**config.mk**
```make
export PLATFORM = sky130hd
export DESIGN_NAME = pixel_fifo
export DESIGN_NICKNAME = d
export VERILOG_FILES = /design/src/rtl/pixel_pkg.sv /design/src/rtl/fifo_ram.sv /design/src/rtl/pixel_fifo.sv
export SDC_FILE = /design/constraint.sdc
export NUM_CORES = 1
export LEC_CHECK = 0
export CAP_MARGIN = 5
export CORE_AREA = 5 5 180 182
export CTS_BUF_LIST = sky130_fd_sc_hd__clkbuf_16
export DETAILED_ROUTE_END_ITERATION = 10
export DIE_AREA = 0 0 185 187
export PLACE_DENSITY = 0.68
export SYNTH_ARGS = -nofsm -noshare
export SYNTH_HDL_FRONTEND = slang
export SYNTH_HIERARCHICAL = 1
export SYNTH_SLANG_ARGS = --single-unit
```
**constraint.sdc**
```tcl
create_clock -name clk -period 3.4 [get_ports clk]
set_input_delay 0.68 -clock clk [delete_from_list [all_inputs] [get_ports clk]]
set_output_delay 0.68 -clock clk [all_outputs]
set_load 0.03 [all_outputs]
```
**src/rtl/pixel_pkg.sv**
```systemverilog
// Shared pixel definitions for the drawing engines (fillscreen, circle, line) and the pixel FIFO.
// Holds the screen geometry, the packed {x,y,colour} pixel record and an on-screen test.
// No ports; import with "import pixel_pkg::*;".
package pixel_pkg;

  localparam int SCREEN_W = 160;
  localparam int SCREEN_H = 120;

  localparam int X_W = 8;
  localparam int Y_W = 7;
  localparam int C_W = 3;

  // 18-bit pixel record: x in [17:10], y in [9:3], colour in [2:0].
  typedef struct packed {
    logic [X_W-1:0] x;
    logic [Y_W-1:0] y;
    logic [C_W-1:0] colour;
  } pixel_t;

  // True when the pixel lies inside a w x h screen anchored at (0,0).
  function automatic logic on_screen(input pixel_t p, input int w, input int h);
    return (int'(p.x) < w) && (int'(p.y) < h);
  endfunction

endpackage

```
**src/rtl/fifo_ram.sv**
```systemverilog
// Pixel storage: DEPTH x pixel_t array, synchronous write, registered read with write-first bypass.
// Latency: rd_dat_o reflects the addressed entry one cycle after rd_en_i; holds when rd_en_i is low.
// Backpressure: none; the owner decides when to read and write.
// Ports: clk, rst_n (sync, active-low, clears only the read register),
//        wr_en_i/wr_addr_i/wr_dat_i write port, rd_en_i/rd_addr_i read request, rd_dat_o registered data.
module fifo_ram
  import pixel_pkg::*;
#(
  parameter int DEPTH = 16,
  parameter int AW    = $clog2(DEPTH)
) (
  input  logic          clk,
  input  logic          rst_n,
  input  logic          wr_en_i,
  input  logic [AW-1:0] wr_addr_i,
  input  pixel_t        wr_dat_i,
  input  logic          rd_en_i,
  input  logic [AW-1:0] rd_addr_i,
  output pixel_t        rd_dat_o
);

  pixel_t mem_q [DEPTH];
  pixel_t rd_q;
  pixel_t rd_d;

  // The array itself is never reset: validity is tracked by the owner's count.
  always_ff @(posedge clk) begin
    if (wr_en_i) begin
      mem_q[wr_addr_i] <= wr_dat_i;
    end
  end

  // Write-first: a read of the location being written this cycle returns the
  // new data. This is what lets a pixel pushed into an empty (or draining to
  // empty) FIFO appear on the output one cycle later without a bubble.
  always_comb begin
    rd_d = rd_q;
    if (rd_en_i) begin
      if (wr_en_i && (wr_addr_i == rd_addr_i)) begin
        rd_d = wr_dat_i;
      end else begin
        rd_d = mem_q[rd_addr_i];
      end
    end
  end

  always_ff @(posedge clk) begin
    if (!rst_n) begin
      rd_q <= '0;
    end else begin
      rd_q <= rd_d;
    end
  end

  assign rd_dat_o = rd_q;

endmodule

```
**src/rtl/pixel_fifo.sv**
```systemverilog
// Elastic pixel buffer between a drawing engine and the VGA adapter; off-screen requests are consumed, counted, discarded.
// Latency: a pixel accepted into an empty FIFO is presented on vga_* the cycle after acceptance; one pixel/cycle sustained.
// Backpressure: in_ready = !full from registered count only; a pop while full does not admit a push that cycle.
// Ports: clk, rst_n (sync, active-low); in_valid/in_ready/in_x/in_y/in_colour producer side;
//        out_ready, vga_x/vga_y/vga_colour/vga_plot consumer side; count/empty/full occupancy; dropped off-screen counter.
module pixel_fifo
  import pixel_pkg::*;
#(
  parameter int DEPTH    = 16,
  parameter int SCREEN_W = pixel_pkg::SCREEN_W,
  parameter int SCREEN_H = pixel_pkg::SCREEN_H
) (
  input  logic                     clk,
  input  logic                     rst_n,
  input  logic                     in_valid,
  output logic                     in_ready,
  input  logic [7:0]               in_x,
  input  logic [6:0]               in_y,
  input  logic [2:0]               in_colour,
  input  logic                     out_ready,
  output logic [7:0]               vga_x,
  output logic [6:0]               vga_y,
  output logic [2:0]               vga_colour,
  output logic                     vga_plot,
  output logic [$clog2(DEPTH):0]   count,
  output logic                     empty,
  output logic                     full,
  output logic [15:0]              dropped
);

  localparam int AW = $clog2(DEPTH);
  localparam int CW = AW + 1;
  localparam logic [CW-1:0] FULL_CNT = CW'(DEPTH);
  localparam logic [CW-1:0] ONE_CNT  = CW'(1);
  localparam logic [15:0]   DROP_MAX = 16'hFFFF;

  logic [AW-1:0] wr_ptr_q, wr_ptr_d;
  logic [AW-1:0] rd_ptr_q, rd_ptr_d;
  logic [CW-1:0] count_q,  count_d;
  logic [15:0]   dropped_q, dropped_d;

  pixel_t        in_pix;
  pixel_t        head_pix;
  logic          accept;
  logic          in_range;
  logic          push;
  logic          pop;
  logic          rd_en;
  logic [AW-1:0] rd_addr;

  assign in_pix.x      = in_x;
  assign in_pix.y      = in_y;
  assign in_pix.colour = in_colour;

  // Occupancy flags come straight from the count register, so in_ready has
  // no combinational dependence on out_ready.
  assign empty    = (count_q == '0);
  assign full     = (count_q == FULL_CNT);
  assign in_ready = !full;
  assign vga_plot = !empty;

  assign accept   = in_valid && in_ready;
  assign in_range = on_screen(in_pix, SCREEN_W, SCREEN_H);
  assign push     = accept && in_range;
  assign pop      = vga_plot && out_ready;

  // The RAM read register is the output stage and always holds the entry at
  // rd_ptr. It is reloaded when the head changes:
  //  - empty and pushing: the new pixel becomes head (via write-first bypass);
  //  - popping with another entry behind it, either already stored
  //    (count > 1) or arriving this very cycle (count == 1 with a push).
  // A pop that leaves the FIFO empty leaves the fields untouched.
  assign rd_en   = (empty && push) || (pop && ((count_q != ONE_CNT) || push));
  assign rd_addr = pop ? (rd_ptr_q + AW'(1)) : rd_ptr_q;

  always_comb begin
    wr_ptr_d  = wr_ptr_q;
    rd_ptr_d  = rd_ptr_q;
    count_d   = count_q;
    dropped_d = dropped_q;

    // Pointers wrap naturally because DEPTH is a power of two.
    if (push) begin
      wr_ptr_d = wr_ptr_q + AW'(1);
    end
    if (pop) begin
      rd_ptr_d = rd_ptr_q + AW'(1);
    end

    unique case ({push, pop})
      2'b10:   count_d = count_q + ONE_CNT;
      2'b01:   count_d = count_q - ONE_CNT;
      default: count_d = count_q;
    endcase

    if (accept && !in_range && (dropped_q != DROP_MAX)) begin
      dropped_d = dropped_q + 16'd1;
    end
  end

  always_ff @(posedge clk) begin
    if (!rst_n) begin
      wr_ptr_q  <= '0;
      rd_ptr_q  <= '0;
      count_q   <= '0;
      dropped_q <= '0;
    end else begin
      wr_ptr_q  <= wr_ptr_d;
      rd_ptr_q  <= rd_ptr_d;
      count_q   <= count_d;
      dropped_q <= dropped_d;
    end
  end

  fifo_ram #(
    .DEPTH (DEPTH),
    .AW    (AW)
  ) u_ram (
    .clk       (clk),
    .rst_n     (rst_n),
    .wr_en_i   (push),
    .wr_addr_i (wr_ptr_q),
    .wr_dat_i  (in_pix),
    .rd_en_i   (rd_en),
    .rd_addr_i (rd_addr),
    .rd_dat_o  (head_pix)
  );

  assign vga_x      = head_pix.x;
  assign vga_y      = head_pix.y;
  assign vga_colour = head_pix.colour;
  assign count      = count_q;
  assign dropped    = dropped_q;

endmodule

```
==> impl_metrics.toml <==
[timing]
min_period_over_period_pct = 93.2
tightest_slew_ns = 0.916
rsz0062_at_grt = "false"
fin_hold_ws_ns = 0.493
max_slew_margin_pct = 38.7
fmax_ghz = 0.316
skew_ns = 0.0207
min_period_ns = 3.17
slew_violations = 0
timing.final.setup_violations = 0
hold_violations = 0

[worst_setup_path]
slowest_delay_ns = 0.61
crit_path_start = "count[1]$_SDFFE_PN0P_"
reg2reg_slack_ns = 0.24
crit_chain = "inv_1, ha_1, or4b_2, buf_4, clkdlybuf4s50_1"
path_max_fanout = 4
slowest_stage = "or4b_2"
critical_path_buf_inv_count = 3
cp.required_ns = 2.72
rr_startpoint = "count[1]$_SDFFE_PN0P_"
critical_path_class = "flip-flop to primary output"
start_kind = "flip-flop"
cp.arrival_ns = 2.49
cp_top_family = "buffers and inverters"
cp-end-kind = "primary output"

[synthesis]
synthArstFlopShare_pct = 0
syn_area_per_cell_sq_um = 17.0
ys_seq_area_share_pct = 70.6
syn_nets = 831
netlist_area_sq_um = 13600
synthTopCellsByCount = "edfxtp_1 (288), mux4_2 (54), mux2i_1 (49), dfxtp_1 (47), o21ai_0 (37)"
ys.flop_type = "edfxtp_1"
synth_edf_count = 288
ys_ff_latch = 335
synth_cells = 801
synth_top_area_share_pct = 63.7
ys_types = 52
yosys.area.top_type = "edfxtp_1"
yosysMostFrequentCell = "edfxtp_1"
yosys_warnings = 6
yosys-top-cells-area = "edfxtp_1 (64%), mux4_2 (9.0%), dfxtp_1 (6.9%)"

[cells_and_area]
register_area_sq_um = 9590
fillers = 2419
drive_gt1_share_pct = 23.5
area_growth_pct = 20.8
multi_input_area_sq_um = 3750
diodes = 0
final_area_sq_um = 16400
nets = 965

[die]
die_w_microns = 185
die_area_sq_um = 34600
die_h_microns = 187
rows = 64
coreArea_sq_um = 30400
initial_core_util_pct = 44.6
ios = 65

[min_path]
hold_class = "flip-flop to flip-flop"
hold_start = "dropped[11]$_SDFFE_PN0P_"

[clocking]
clockBufferDepth = 3
clk_pin_slew_ns = 0.06
cts_tree = "built"
cts.sinks = 335
hold_buffers = 0
h-tree-depth = 2
cts_root_buf = "clkbuf_16"
cts_made_buffers = 35
insertion_delay_ns = 0.53

[place]
globalplace.congestion = 0.773
portBuffers = 64
place_hpwl_microns = 20600
place_area_sq_um = 15300

[grt]
grt_antenna_before_repair = 0
grt_pass1_wl_microns = 48900
grt_max_degree = 46
grt.overflow.total = 0
grt.total_usage_pct = 18.5
grt_pass1_vias = 8043

[routing]
wl_met1_microns = 13300
wl_met2_microns = 15800
drc = 0
top_layer_used = "met4"
ant_nets = 0
drt_first_iter_violations = 598
vias = 7853
wl_per_cell_microns = 23.6
drt_first_pass_iters = 7
drt_wl_total_microns = 32100
wl_met3_microns = 2410
vias_per_cell = 5.78

[power_and_ir_drop]
finalPower_uw = 12000
power_density_nw_per_um2 = 731
max-vdd-ir-drop_v = 0.000502
leakage_uw = 0.00534

[outcome]
outcome = "completed"

[job]
maxCapViolations = 0
[cell type report]
class                      instances  share of cell area [%]
inverter                          30                   0.686
tap                              396                    3.02
timing repair buffer             142                    8.48
multi-input combinational        391                    22.9
sequential                       335                    58.5
clock buffer                      35                    5.34
clock inverter                    29                    1.16
[cells by family (layout without fill, tap and decap cells)]
logic type / Yosys count / after routing / synth area share [%]
fa+ha+maj: 8 / 8 / 0.737
mux: 117 / 117 / 13.7
xor+xnor: 12 / 12 / 0.774
buf+inv: 75 / 236 / 2.64
simple gates: 136 / 136 / 5.56
flops: 335 / 335 / 70.6
compound gates: 118 / 118 / 5.95
[per-layer routing]
layer / vias to the layer above / GRT usage (%)
li1: 3485 / -
met1: 4012 / 26.0
met2: 307 / 30.2
met3: 49 / 3.25
met4: 0 / 4.57
met5: - / 0
[state kept, by name, summed over array words and instances, names as in the netlist]
signal and cells:
count 5, u_ram/rd_dat_o 18, u_ram/mem_q 288, rd_ptr_q 4, wr_ptr_q 4, dropped 16
[layout by cell type, fill, tap and decap left out, types with 18 or more instances in the layout]
cell / instances
edfxtp_1: 288
buf_4: 65
clkdlybuf4s50_1: 63
mux4_2: 54
mux2i_1: 49
dfxtp_1: 47
inv_1: 40
o21ai_0: 37
clkbuf_16: 35
nand2_1: 32
a41o_1: 18
a31oi_1: 18
[power by group]
| part | internal (uW) | switching (uW) |
|---|---|---|
| sequential | 4620 | 131 |
| combinational | 1790 | 1940 |
| clock | 1970 | 1540 |
[worst min-delay path, stage by stage, from the launching register on]
cell	delay, ns
dfxtp_1	0.33
nand2_1	0.06
mux2i_1	0.05
[worst paths after layout]
path / endpoint / cells after the start
setup reg to reg: u_ram/rd_dat_o[13]$_SDFFE_PN0P_ / 11
hold / removal: dropped[11]$_SDFFE_PN0P_ / 2
setup / recovery: vga_plot / 5
hold reg to reg: dropped[11]$_SDFFE_PN0P_ / 2
[metrics by stage]
stage	util, %	setup TNS [ns]	std cells	setup slack (ns)
final	53.9	0	1358	0.231
after CTS	53.9	0	1358	0.0246
after global routing	53.9	0	1358	0.0675
after detailed placement	50.4	-0.0811	1294	-0.0811
after floorplan	-	0	801	0.0148
after global placement	50.4	-1.18	1294	-0.204
[what timing repair did]
| action | in CTS | in global routing |
|---|---|---|
| endpoints found under the setup margin | 0 | 2 |
| resized for setup | 0 | 2 |
| setup buffers | 0 | 0 |
No activity file was read; power rests on OpenSTA's default activity.
